File: src/rtl/atri_trig_handoff_if.sv
// rtl/atri_trig_handoff_if.sv - L4 trigger handoff bus between trigger logic and IRS readout
interface atri_trig_handoff_if #(
  parameter int NUM_L4    = 4,
  parameter int INFO_BITS = 32,
  parameter int NL4_BITS  = 2
);
  logic                          enable_i;
  logic                          irs_busy_i;
  logic [8:0]                    pretrig_i;
  logic [7:0]                    holdoff_i;
  logic [NUM_L4-1:0]             l4_req_i;
  logic [NUM_L4*INFO_BITS-1:0]   l4_info_i;
  logic                          trig_o;
  logic [8:0]                    trig_offset_o;
  logic [NUM_L4-1:0]             trig_l4_o;
  logic [NUM_L4-1:0]             trig_l4_new_o;
  logic [NL4_BITS-1:0]           trig_info_addr_i;
  logic                          trig_info_rd_i;
  logic [INFO_BITS-1:0]          trig_info_o;
  logic [15:0]                   trig_count_o;
  logic [15:0]                   drop_count_o;

  // Driver side: sources requests and reads back info words.
  modport master (
    output enable_i, irs_busy_i, pretrig_i, holdoff_i, l4_req_i, l4_info_i,
    output trig_info_addr_i, trig_info_rd_i,
    input  trig_o, trig_offset_o, trig_l4_o, trig_l4_new_o, trig_info_o,
    input  trig_count_o, drop_count_o
  );

  // Handoff block side.
  modport slave (
    input  enable_i, irs_busy_i, pretrig_i, holdoff_i, l4_req_i, l4_info_i,
    input  trig_info_addr_i, trig_info_rd_i,
    output trig_o, trig_offset_o, trig_l4_o, trig_l4_new_o, trig_info_o,
    output trig_count_o, drop_count_o
  );
endinterface

File: src/rtl/atri_trig_handoff.sv
// rtl/atri_trig_handoff.sv - merges L4 trigger requests into single IRS triggers with holdoff window
module atri_trig_handoff #(
  parameter int NUM_L4    = 4,
  parameter int INFO_BITS = 32,
  parameter int NL4_BITS  = 2
) (
  input  logic                 clk_i,
  input  logic                 rst_n_i,
  atri_trig_handoff_if.slave   bus
);

  localparam logic [NL4_BITS:0] NUM_L4_W = NUM_L4[NL4_BITS:0];

  typedef enum logic {
    ST_IDLE  = 1'b0,
    ST_MERGE = 1'b1
  } state_t;

  state_t                  state_q, state_d;
  logic [7:0]              hold_q, hold_d;
  logic [NUM_L4-1:0]       pending_q, pending_d;
  logic [INFO_BITS-1:0]    info_q [NUM_L4];
  logic                    trig_q, trig_d;
  logic [8:0]              offset_q, offset_d;
  logic [NUM_L4-1:0]       new_q;
  logic [INFO_BITS-1:0]    rdata_q, rdata_d;
  logic [15:0]             tcnt_q, tcnt_d;
  logic [15:0]             dcnt_q, dcnt_d;

  logic [NUM_L4-1:0]       accept;
  logic [NUM_L4-1:0]       clr_vec;
  logic                    any_drop;
  logic                    start;
  logic                    addr_ok;

  // Qualify requests against the pre-clear pending vector and decode the read-clear.
  always_comb begin
    accept  = '0;
    clr_vec = '0;
    addr_ok = ({1'b0, bus.trig_info_addr_i} < NUM_L4_W);
    for (int k = 0; k < NUM_L4; k++) begin
      accept[k]  = bus.enable_i & bus.l4_req_i[k] & ~pending_q[k] &
                   ((state_q == ST_MERGE) | ~bus.irs_busy_i);
      clr_vec[k] = bus.trig_info_rd_i & addr_ok &
                   (bus.trig_info_addr_i == NL4_BITS'(k));
    end
    // A request on a bit that cannot be taken counts once per cycle regardless of width.
    any_drop = bus.enable_i & (|(bus.l4_req_i & ~accept));
    start    = (state_q == ST_IDLE) & (|accept);
  end

  // FSM state register.
  always_ff @(posedge clk_i or negedge rst_n_i) begin
    if (!rst_n_i) begin
      state_q <= ST_IDLE;
      hold_q  <= '0;
    end else begin
      state_q <= state_d;
      hold_q  <= hold_d;
    end
  end

  // FSM next state: holdoff is captured on entry and counted down after the trigger cycle.
  always_comb begin
    state_d = state_q;
    hold_d  = hold_q;
    case (state_q)
      ST_IDLE: begin
        if (start) begin
          state_d = ST_MERGE;
          hold_d  = bus.holdoff_i;
        end
      end
      ST_MERGE: begin
        if (hold_q == 8'd0) begin
          state_d = ST_IDLE;
        end else begin
          hold_d = hold_q - 8'd1;
        end
      end
      default: state_d = ST_IDLE;
    endcase
  end

  // FSM outputs and datapath next values.
  always_comb begin
    trig_d    = start;
    offset_d  = start ? bus.pretrig_i : offset_q;
    tcnt_d    = start ? tcnt_q + 16'd1 : tcnt_q;
    dcnt_d    = (any_drop && (dcnt_q != 16'hFFFF)) ? dcnt_q + 16'd1 : dcnt_q;
    pending_d = (pending_q & ~clr_vec) | accept;
    rdata_d   = rdata_q;
    if (bus.trig_info_rd_i) begin
      rdata_d = addr_ok ? info_q[bus.trig_info_addr_i] : '0;
    end
  end

  // Datapath registers, including per-L4 info capture on acceptance.
  always_ff @(posedge clk_i or negedge rst_n_i) begin
    if (!rst_n_i) begin
      pending_q <= '0;
      trig_q    <= 1'b0;
      offset_q  <= '0;
      new_q     <= '0;
      rdata_q   <= '0;
      tcnt_q    <= '0;
      dcnt_q    <= '0;
      for (int k = 0; k < NUM_L4; k++) begin
        info_q[k] <= '0;
      end
    end else begin
      pending_q <= pending_d;
      trig_q    <= trig_d;
      offset_q  <= offset_d;
      new_q     <= accept;
      rdata_q   <= rdata_d;
      tcnt_q    <= tcnt_d;
      dcnt_q    <= dcnt_d;
      for (int k = 0; k < NUM_L4; k++) begin
        if (accept[k]) begin
          info_q[k] <= bus.l4_info_i[k*INFO_BITS +: INFO_BITS];
        end
      end
    end
  end

  assign bus.trig_o        = trig_q;
  assign bus.trig_offset_o = offset_q;
  assign bus.trig_l4_o     = pending_q;
  assign bus.trig_l4_new_o = new_q;
  assign bus.trig_info_o   = rdata_q;
  assign bus.trig_count_o  = tcnt_q;
  assign bus.drop_count_o  = dcnt_q;

endmodule

File: src/flat_wrapper.sv
// flat-port wrapper written by rule: the top's interface ports become plain ports
module atri_trig_handoff_flat 
#(
  parameter int NUM_L4    = 4,
  parameter int INFO_BITS = 32,
  parameter int NL4_BITS  = 2
)
  (clk_i, rst_n_i, bus_enable_i, bus_irs_busy_i, bus_pretrig_i, bus_holdoff_i, bus_l4_req_i, bus_l4_info_i, bus_trig_info_addr_i, bus_trig_info_rd_i, bus_trig_o, bus_trig_offset_o, bus_trig_l4_o, bus_trig_l4_new_o, bus_trig_info_o, bus_trig_count_o, bus_drop_count_o);
  atri_trig_handoff_if #(.NUM_L4(NUM_L4), .INFO_BITS(INFO_BITS), .NL4_BITS(NL4_BITS)) bus_i ();
  input  logic clk_i;
  input  logic rst_n_i;
  input wire logic [$bits(bus_i.enable_i)-1:0] bus_enable_i;
  input wire logic [$bits(bus_i.irs_busy_i)-1:0] bus_irs_busy_i;
  input wire logic [$bits(bus_i.pretrig_i)-1:0] bus_pretrig_i;
  input wire logic [$bits(bus_i.holdoff_i)-1:0] bus_holdoff_i;
  input wire logic [$bits(bus_i.l4_req_i)-1:0] bus_l4_req_i;
  input wire logic [$bits(bus_i.l4_info_i)-1:0] bus_l4_info_i;
  input wire logic [$bits(bus_i.trig_info_addr_i)-1:0] bus_trig_info_addr_i;
  input wire logic [$bits(bus_i.trig_info_rd_i)-1:0] bus_trig_info_rd_i;
  output wire logic [$bits(bus_i.trig_o)-1:0] bus_trig_o;
  output wire logic [$bits(bus_i.trig_offset_o)-1:0] bus_trig_offset_o;
  output wire logic [$bits(bus_i.trig_l4_o)-1:0] bus_trig_l4_o;
  output wire logic [$bits(bus_i.trig_l4_new_o)-1:0] bus_trig_l4_new_o;
  output wire logic [$bits(bus_i.trig_info_o)-1:0] bus_trig_info_o;
  output wire logic [$bits(bus_i.trig_count_o)-1:0] bus_trig_count_o;
  output wire logic [$bits(bus_i.drop_count_o)-1:0] bus_drop_count_o;
  assign bus_i.enable_i = bus_enable_i;
  assign bus_i.irs_busy_i = bus_irs_busy_i;
  assign bus_i.pretrig_i = bus_pretrig_i;
  assign bus_i.holdoff_i = bus_holdoff_i;
  assign bus_i.l4_req_i = bus_l4_req_i;
  assign bus_i.l4_info_i = bus_l4_info_i;
  assign bus_i.trig_info_addr_i = bus_trig_info_addr_i;
  assign bus_i.trig_info_rd_i = bus_trig_info_rd_i;
  assign bus_trig_o = bus_i.trig_o;
  assign bus_trig_offset_o = bus_i.trig_offset_o;
  assign bus_trig_l4_o = bus_i.trig_l4_o;
  assign bus_trig_l4_new_o = bus_i.trig_l4_new_o;
  assign bus_trig_info_o = bus_i.trig_info_o;
  assign bus_trig_count_o = bus_i.trig_count_o;
  assign bus_drop_count_o = bus_i.drop_count_o;
  atri_trig_handoff #(.NUM_L4(NUM_L4), .INFO_BITS(INFO_BITS), .NL4_BITS(NL4_BITS)) u_core (.clk_i(clk_i), .rst_n_i(rst_n_i), .bus(bus_i));
endmodule
File: config.mk
export PLATFORM = sky130hd
export DESIGN_NAME = atri_trig_handoff_flat
export DESIGN_NICKNAME = d
export VERILOG_FILES = /design/src/rtl/atri_trig_handoff_if.sv /design/src/rtl/atri_trig_handoff.sv /design/src/flat_wrapper.sv
export SDC_FILE = /design/constraint.sdc
export NUM_CORES = 1
export LEC_CHECK = 0
export BUFFER_PORTS_ARGS = -buffer_cell sky130_fd_sc_hd__buf_2
export CORE_AREA = 2 2 132 134
export CTS_CLUSTER_SIZE = 25
export DETAILED_ROUTE_END_ITERATION = 8
export DIE_AREA = 0 0 134 136
export PLACE_DENSITY_LB_ADDON = 0.1
export SLEW_MARGIN = 10
export SYNTH_ARGS = -nofsm -noshare
export SYNTH_HDL_FRONTEND = slang
export SYNTH_SLANG_ARGS = --single-unit
File: constraint.sdc
create_clock -name clk_i -period 3.8 [get_ports clk_i]
set_input_delay 0.38 -clock clk_i [delete_from_list [all_inputs] [get_ports clk_i]]
set_output_delay 0.38 -clock clk_i [all_outputs]
set_load 0.05 [all_outputs]
* Word-level counts from Yosys, hierarchy flattened *
Index checks and enable logic that the tools add are counted.

word-level totals
  register bits after elaboration = 219
  input port bits = 156
  word-level logic and storage cells = 69

operators by class
  $add $sub $neg = 3
  order comparisons = 1
  equality and inequality tests = 6
  mux-type cells = 9
  bitwise gates (word level) = 31
  reduce and logical (&&, ||, !) cells = 6

operators by type and width
  cell                                                    number
  binary-select mux 32 bit (select 2 bit)                 1
  two-way mux 32 bit                                      2
  adder 16 x 1 -> 16 bit (second input constant)          2
  AND 1 bit                                               18
  two-way mux 8 bit                                       2
  inequality test 16 bit (second input constant)          1
  one-hot mux 8 bit (2 select lines)                      1
  AND 4 bit                                               2
  logical NOT 8 bit                                       1
  inverter 4 bit                                          2
  OR reduction 4 bit                                      2
  subtractor 8 x 1 -> 8 bit (second input constant)       1
  inverter 1 bit                                          6
  equality test 2 bit (second input constant)             2
  OR 4 bit                                                1
  >= comparator 3 bit (second input constant)             1
  inverter 2 -> 3 bit                                     1
  equality test 2 x 1 -> 1 bit (second input constant)    1
  logical NOT 2 bit                                       1
  two-way mux 1 bit                                       2
  inequality test 2 x 1 -> 1 bit (second input constant)  1
  inequality test 2 bit (second input constant)           1
  one-hot mux 1 bit (2 select lines)                      1
  AND reduction 2 bit                                     1
  2 further kinds                                         2

* Logic depth before layout (Yosys ltp) *
  depth in word-level cells = 8
  mapped depth = 7
  mapped depth without buffers = 6

* Worst setup path after synthesis *
Ideal clock, no wire load.

  kind = register to register
  from = reg u_core.dcnt_q[0] (netlist: u_core.bus.drop_count_o[0])
  to = reg u_core.dcnt_q[10] (netlist: u_core.bus.drop_count_o[10])
  setup time = 0.142 ns
  data arrival time = 2.120 ns
  slack = 1.537 ns
  stages on the path, launching flop included = 8
  path buffers = 1
  cell sequence = dfrtp_1 -> ha_1 -> and4_1 -> nor2b_1 -> a31oi_1 -> buf_2 -> nand4_1 -> xnor2_1

on the way
  word-level cells in the longest chain between the ends = 2
  elaborated cells on any way between the ends = 3
  classes of those cells = add/sub: 1; eq/ne: 1; reduce/logical: 1

RTL lines
  item                                                            RTL line                  source
  start: declaration                                              atri_trig_handoff.sv:28   logic [15:0] dcnt_q, dcnt_d;
  start signal: assignment                                        atri_trig_handoff.sv:118  dcnt_q <= dcnt_d;
  branches (longest 2 deep; another with adder 16 x 1 -> 16 bit)  --

Several ways; the timed one is not identified.
A chain may end at the register's enable or synchronous reset.

* Worst setup path after layout *
  from = reg u_core.state_q
  to = reg u_core.info_q[112] (netlist name)

on the way
  word-level cells in the longest chain between the ends = 2

RTL lines
  item                            RTL line                  source
  start: declaration              atri_trig_handoff.sv:19   state_t state_q, state_d;
  start signal: assignment        atri_trig_handoff.sv:58   state_q <= state_d;
  OR 1 bit                        atri_trig_handoff.sv:43   ((state_q == ST_MERGE) | ~bus.irs_busy_i);
  AND 1 bit                       atri_trig_handoff.sv:42   accept[k] = bus.enable_i & bus.l4_req_i[k] & ~pending_q[k] &
  end signal: indexed assignment  atri_trig_handoff.sv:121  info_q[k] <= bus.l4_info_i[k*INFO_BITS +: INFO_BITS];
  end: declaration                atri_trig_handoff.sv:22   logic [INFO_BITS-1:0] info_q [NUM_L4];

No other way between the ends.

==> results by group <==
Power and ir drop
  • Static Leak: 5.432 nW
  • Worst IR Drop VDD: 0.6199 mV
  • PwrDens: 814.9 nW/µm²

Place
  • Port Buffers: 237
  • Dpl ws: 1.029 ns
  • Placed Area: 10,760 µm²
  • Detailed placer's ending HPWL: roughly 15 mm
  • RePlAce Congestion: 0.8155
  • # placed instances: ~1,100

Layout
  • Multi-input gate area: between 3000 and 4000 µm²
  • Fillers: approximately 1,200
  • Fin nets: just over 1,000
  • FF/Latch Area: approximately 5500 µm²
  • Cell area after layout: 11,440 µm²
  • Layout cells sized above 1: between 50% and 60%
  • Area grow syn2layout: 22.23%
  • Final Non-Filler Cells: 1,114

Timing
  • Setup TNS Final: 0 ns
  • Slew margin rel.: 30.96%
  • Max-slew violations: 0
  • Final period utilization: 73.53%
  • Hold_ws: -0.04264 ns
  • Post-route setup slack: 1.006 ns
  • Period minus WS final: 2.794 ns
  • Fmax: 0.3579 GHz
  • Clock Skews: 0.01380 ns
  • Worst-Margin Slew: 1.032 ns
  • Final hold vios: 28
  • Final count of negative-setup-slack endpoints: 0
  • RSZ-0062 raised after global routing: no

Yosys
  • Seq/Total Area, Yosys: 58.56%
  • Post-synthesis mux area share: 27.39%
  • Cell count after synthesis: 638
  • Complex-gate fraction of the synthesized area: 2.513%
  • Yosys warning total: 0
  • Netlist cell types: 40
  • Post-Synth Adder-Cell Area: 0.5348%
  • Avg Cell Area, Syn: 14.67 µm²
  • Ys flop type: dfrtp_1
  • Seq cells post-synth: 219
  • Post-synthesis cell area: 9359 µm²
  • EDFF count, synth: 0
  • Largest family of logic cells by synthesized area: multiplexers
  • XOR/XNOR Fraction of Synth Area: under 10%
  • Asr flop ratio synth: 100.0%
  • Synth Net Count: approximately 800
  • Simple-Gate Fraction of Synth Area: 6.123%

Die
  • Die area: 18,220 µm²
  • Die X: 134 µm
  • Die height: 136 µm
  • Row count: 48
  • Core Area: around 17,000 µm²
  • Starting Density: a little under three fifths
  • I/O pin cnt: 238

Global route
  • GR Overflow Total: 0
  • First-pass GRT wire length: 34.13 mm
  • Initial antenna violation count: 5
  • Number of global-route vias before repair: about 6,600
  • Overall Global Routing Usage: 24.05%
  • Largest net degree at the start of global routing: between 100 and 150

Setup path
  • Worst setup SP type: flip-flop
  • Setup crit end kind: flip-flop
  • Crit. Startpoint: u_core.state_q
  • Required time worst endpoint: 4.17 ns
  • RR Startpoint: u_core.state_q
  • Number of cells on the worst reg-to-reg path: 4
  • Critical path type: reg2reg
  • Reg2Reg Setup Slack: 1.01 ns
  • CP Max Fanout: 34
  • CP arrival: around 3.2 ns
  • Reg2reg end: u_core.info_q[112]

Drt
  • Final ANT Viol Nets: 0
  • Routed len/inst: roughly 20 µm
  • DRT Wirelength: about 22 mm
  • Drt pass-1 iters: 5
  • DRC violations left: 0
  • Initial drt markers: 218
  • Vias per inst: between 5 and 6
  • Vias after detailed routing: slightly above 6,000

Clock network
  • Clock insertion delay at the later pin of the skew report: approximately 0.49 ns
  • CTS resizes: 0
  • CTS Buf Count: 23
  • Setup bufs post-CTS: 0
  • CTS clk-pin slew, worst paths: around 0.060 ns
  • CTS tree: yes
  • Clock Path Buffers: 3
  • Post-CTS Hold Fix Bufs: 0
  • H-tree depth: 1
  • CTS Sinks: approximately 220
  • Root buf cell: clkbuf_16

Worst hold path
  • Worst hold path class: in2async

Job
  • MaxCap Viol Count: 0

Status
  • Violated checks: hold timing
  • Status: finished with violations
[critical path, stage by stage, from the launching register on]
cell,delay (ns)
dfrtp_1,0.82
nor2b_1,0.23
nor2_1,0.38
nand2_2,0.69
mux2_2,0.52
[through the flow]
step / power, mW / util, %
2_1_floorplan: 6.447 / -
3_3_place_gp: 7.155 / 63.75
3_5_place_dp: 7.343 / 63.75
4_1_cts: 9.399 / 67.70
5_1_grt: 9.837 / 67.76
6_report: 9.322 / 67.79
[sequential cells by signal, summed over array words and instances (netlist names)]
signal	count
u_core.bus.trig_count_o	16
u_core.bus.trig_o	1
u_core.bus.trig_info_o	32
u_core.bus.trig_l4_o	4
u_core.bus.trig_l4_new_o	4
u_core.bus.drop_count_o	16
u_core.state_q	1
u_core.hold_q	8
u_core.info_q	128
u_core.bus.trig_offset_o	9
[Yosys cell counts (2+ instances only)]
cell / number / area (µm²)
a21oi_1: 7 / 35.03
a31oi_1: 3 / 18.77
and3_1: 11 / 68.82
and4_1: 3 / 26.28
buf_1: 2 / 7.510
buf_2: 17 / 85.08
clkbuf_1: 11 / 41.29
dfrtp_1: 219 / 5480
ha_1: 4 / 50.05
inv_1: 12 / 45.04
mux2_2: 161 / 1813
mux2i_1: 3 / 30.03
mux4_2: 32 / 720.7
nand2_1: 51 / 191.4
nand2b_1: 2 / 12.51
nand3_1: 12 / 60.06
nand4_1: 11 / 68.82
nand4b_1: 2 / 17.52
nor2_1: 7 / 26.28
nor2b_1: 7 / 43.79
nor3_1: 4 / 20.02
o21ai_0: 4 / 20.02
o22a_1: 5 / 43.79
o31ai_1: 4 / 30.03
xnor2_1: 25 / 219.0
xor2_1: 5 / 43.79
[layer usage]
metal / global-route usage (%) / vias to the layer above / part of all wire (%)
met3: 5.630 / 24 / 6.9
met5: 0 / - / 0
li1: - / 2762 / -
met4: 5.851 / 0 / 1.7
met2: 40.06 / 215 / 49
met1: 32.38 / 3109 / 42
[worst max path at each step]
stage	endpoint	slack [ns]	cells past startpoint
5_1_grt	u_core.info_q[3]	0.81	4
3_5_place_dp	u_core.info_q[13]	1.03	4
2_1_floorplan	u_core.bus.drop_count_o[10]	1.54	7
6_report	u_core.info_q[112]	1.01	4
4_1_cts	u_core.info_q[17]	1.01	4
3_3_place_gp	u_core.info_q[3]	1.17	4
[where the power goes]
part	switching (mW)	internal, mW	leakage, nW
Sequential	0.599	3.37	2.65
Combinational	1.88	1.44	2.45
Clock	0.847	1.18	0.334
Total	3.33	5.99	5.43
[layout by cell type (no fill, tap or decap), types with 2 or more instances in the layout]
cell type	instances
clkbuf_1	2
o31ai_1	4
clkbuf_8	6
nand4_1	11
mux2_2	161
mux4_2	32
nor2_1	7
xnor2_1	25
nand3_1	12
inv_1	12
buf_2	236
xor2_1	5
nand2_2	4
dfrtp_1	219
and4_1	3
buf_4	5
a31oi_1	3
a21oi_1	7
nand2b_1	2
and3_1	11
nor2b_1	7
nor3_1	4
ha_1	4
nand2_1	47
o22a_1	5
clkinv_2	3
diode_2	6
o21ai_0	4
nand4b_1	2
mux2i_1	3
clkbuf_16	23
[logic make-up after synthesis]
logic type	Yosys count
xor gates and xnor gates	30
muxes	196
AOI/OAI and AO/OA	30
DFF	219
buffers and inverters	44
adders and majority gates	4
and+or+nand+nor	115
[final cells by class]
class                      count  share of cell area, %
clock inverter                 3                 0.1312
inverter                      13                 0.4266
sequential                   219                  47.91
tap                          225                  2.461
timing repair buffer         243                  10.95
clock buffer                  30                  5.698
antenna                        6                 0.1312
multi-input combinational    375                  32.30
Power figures use the tool's default switching activity.
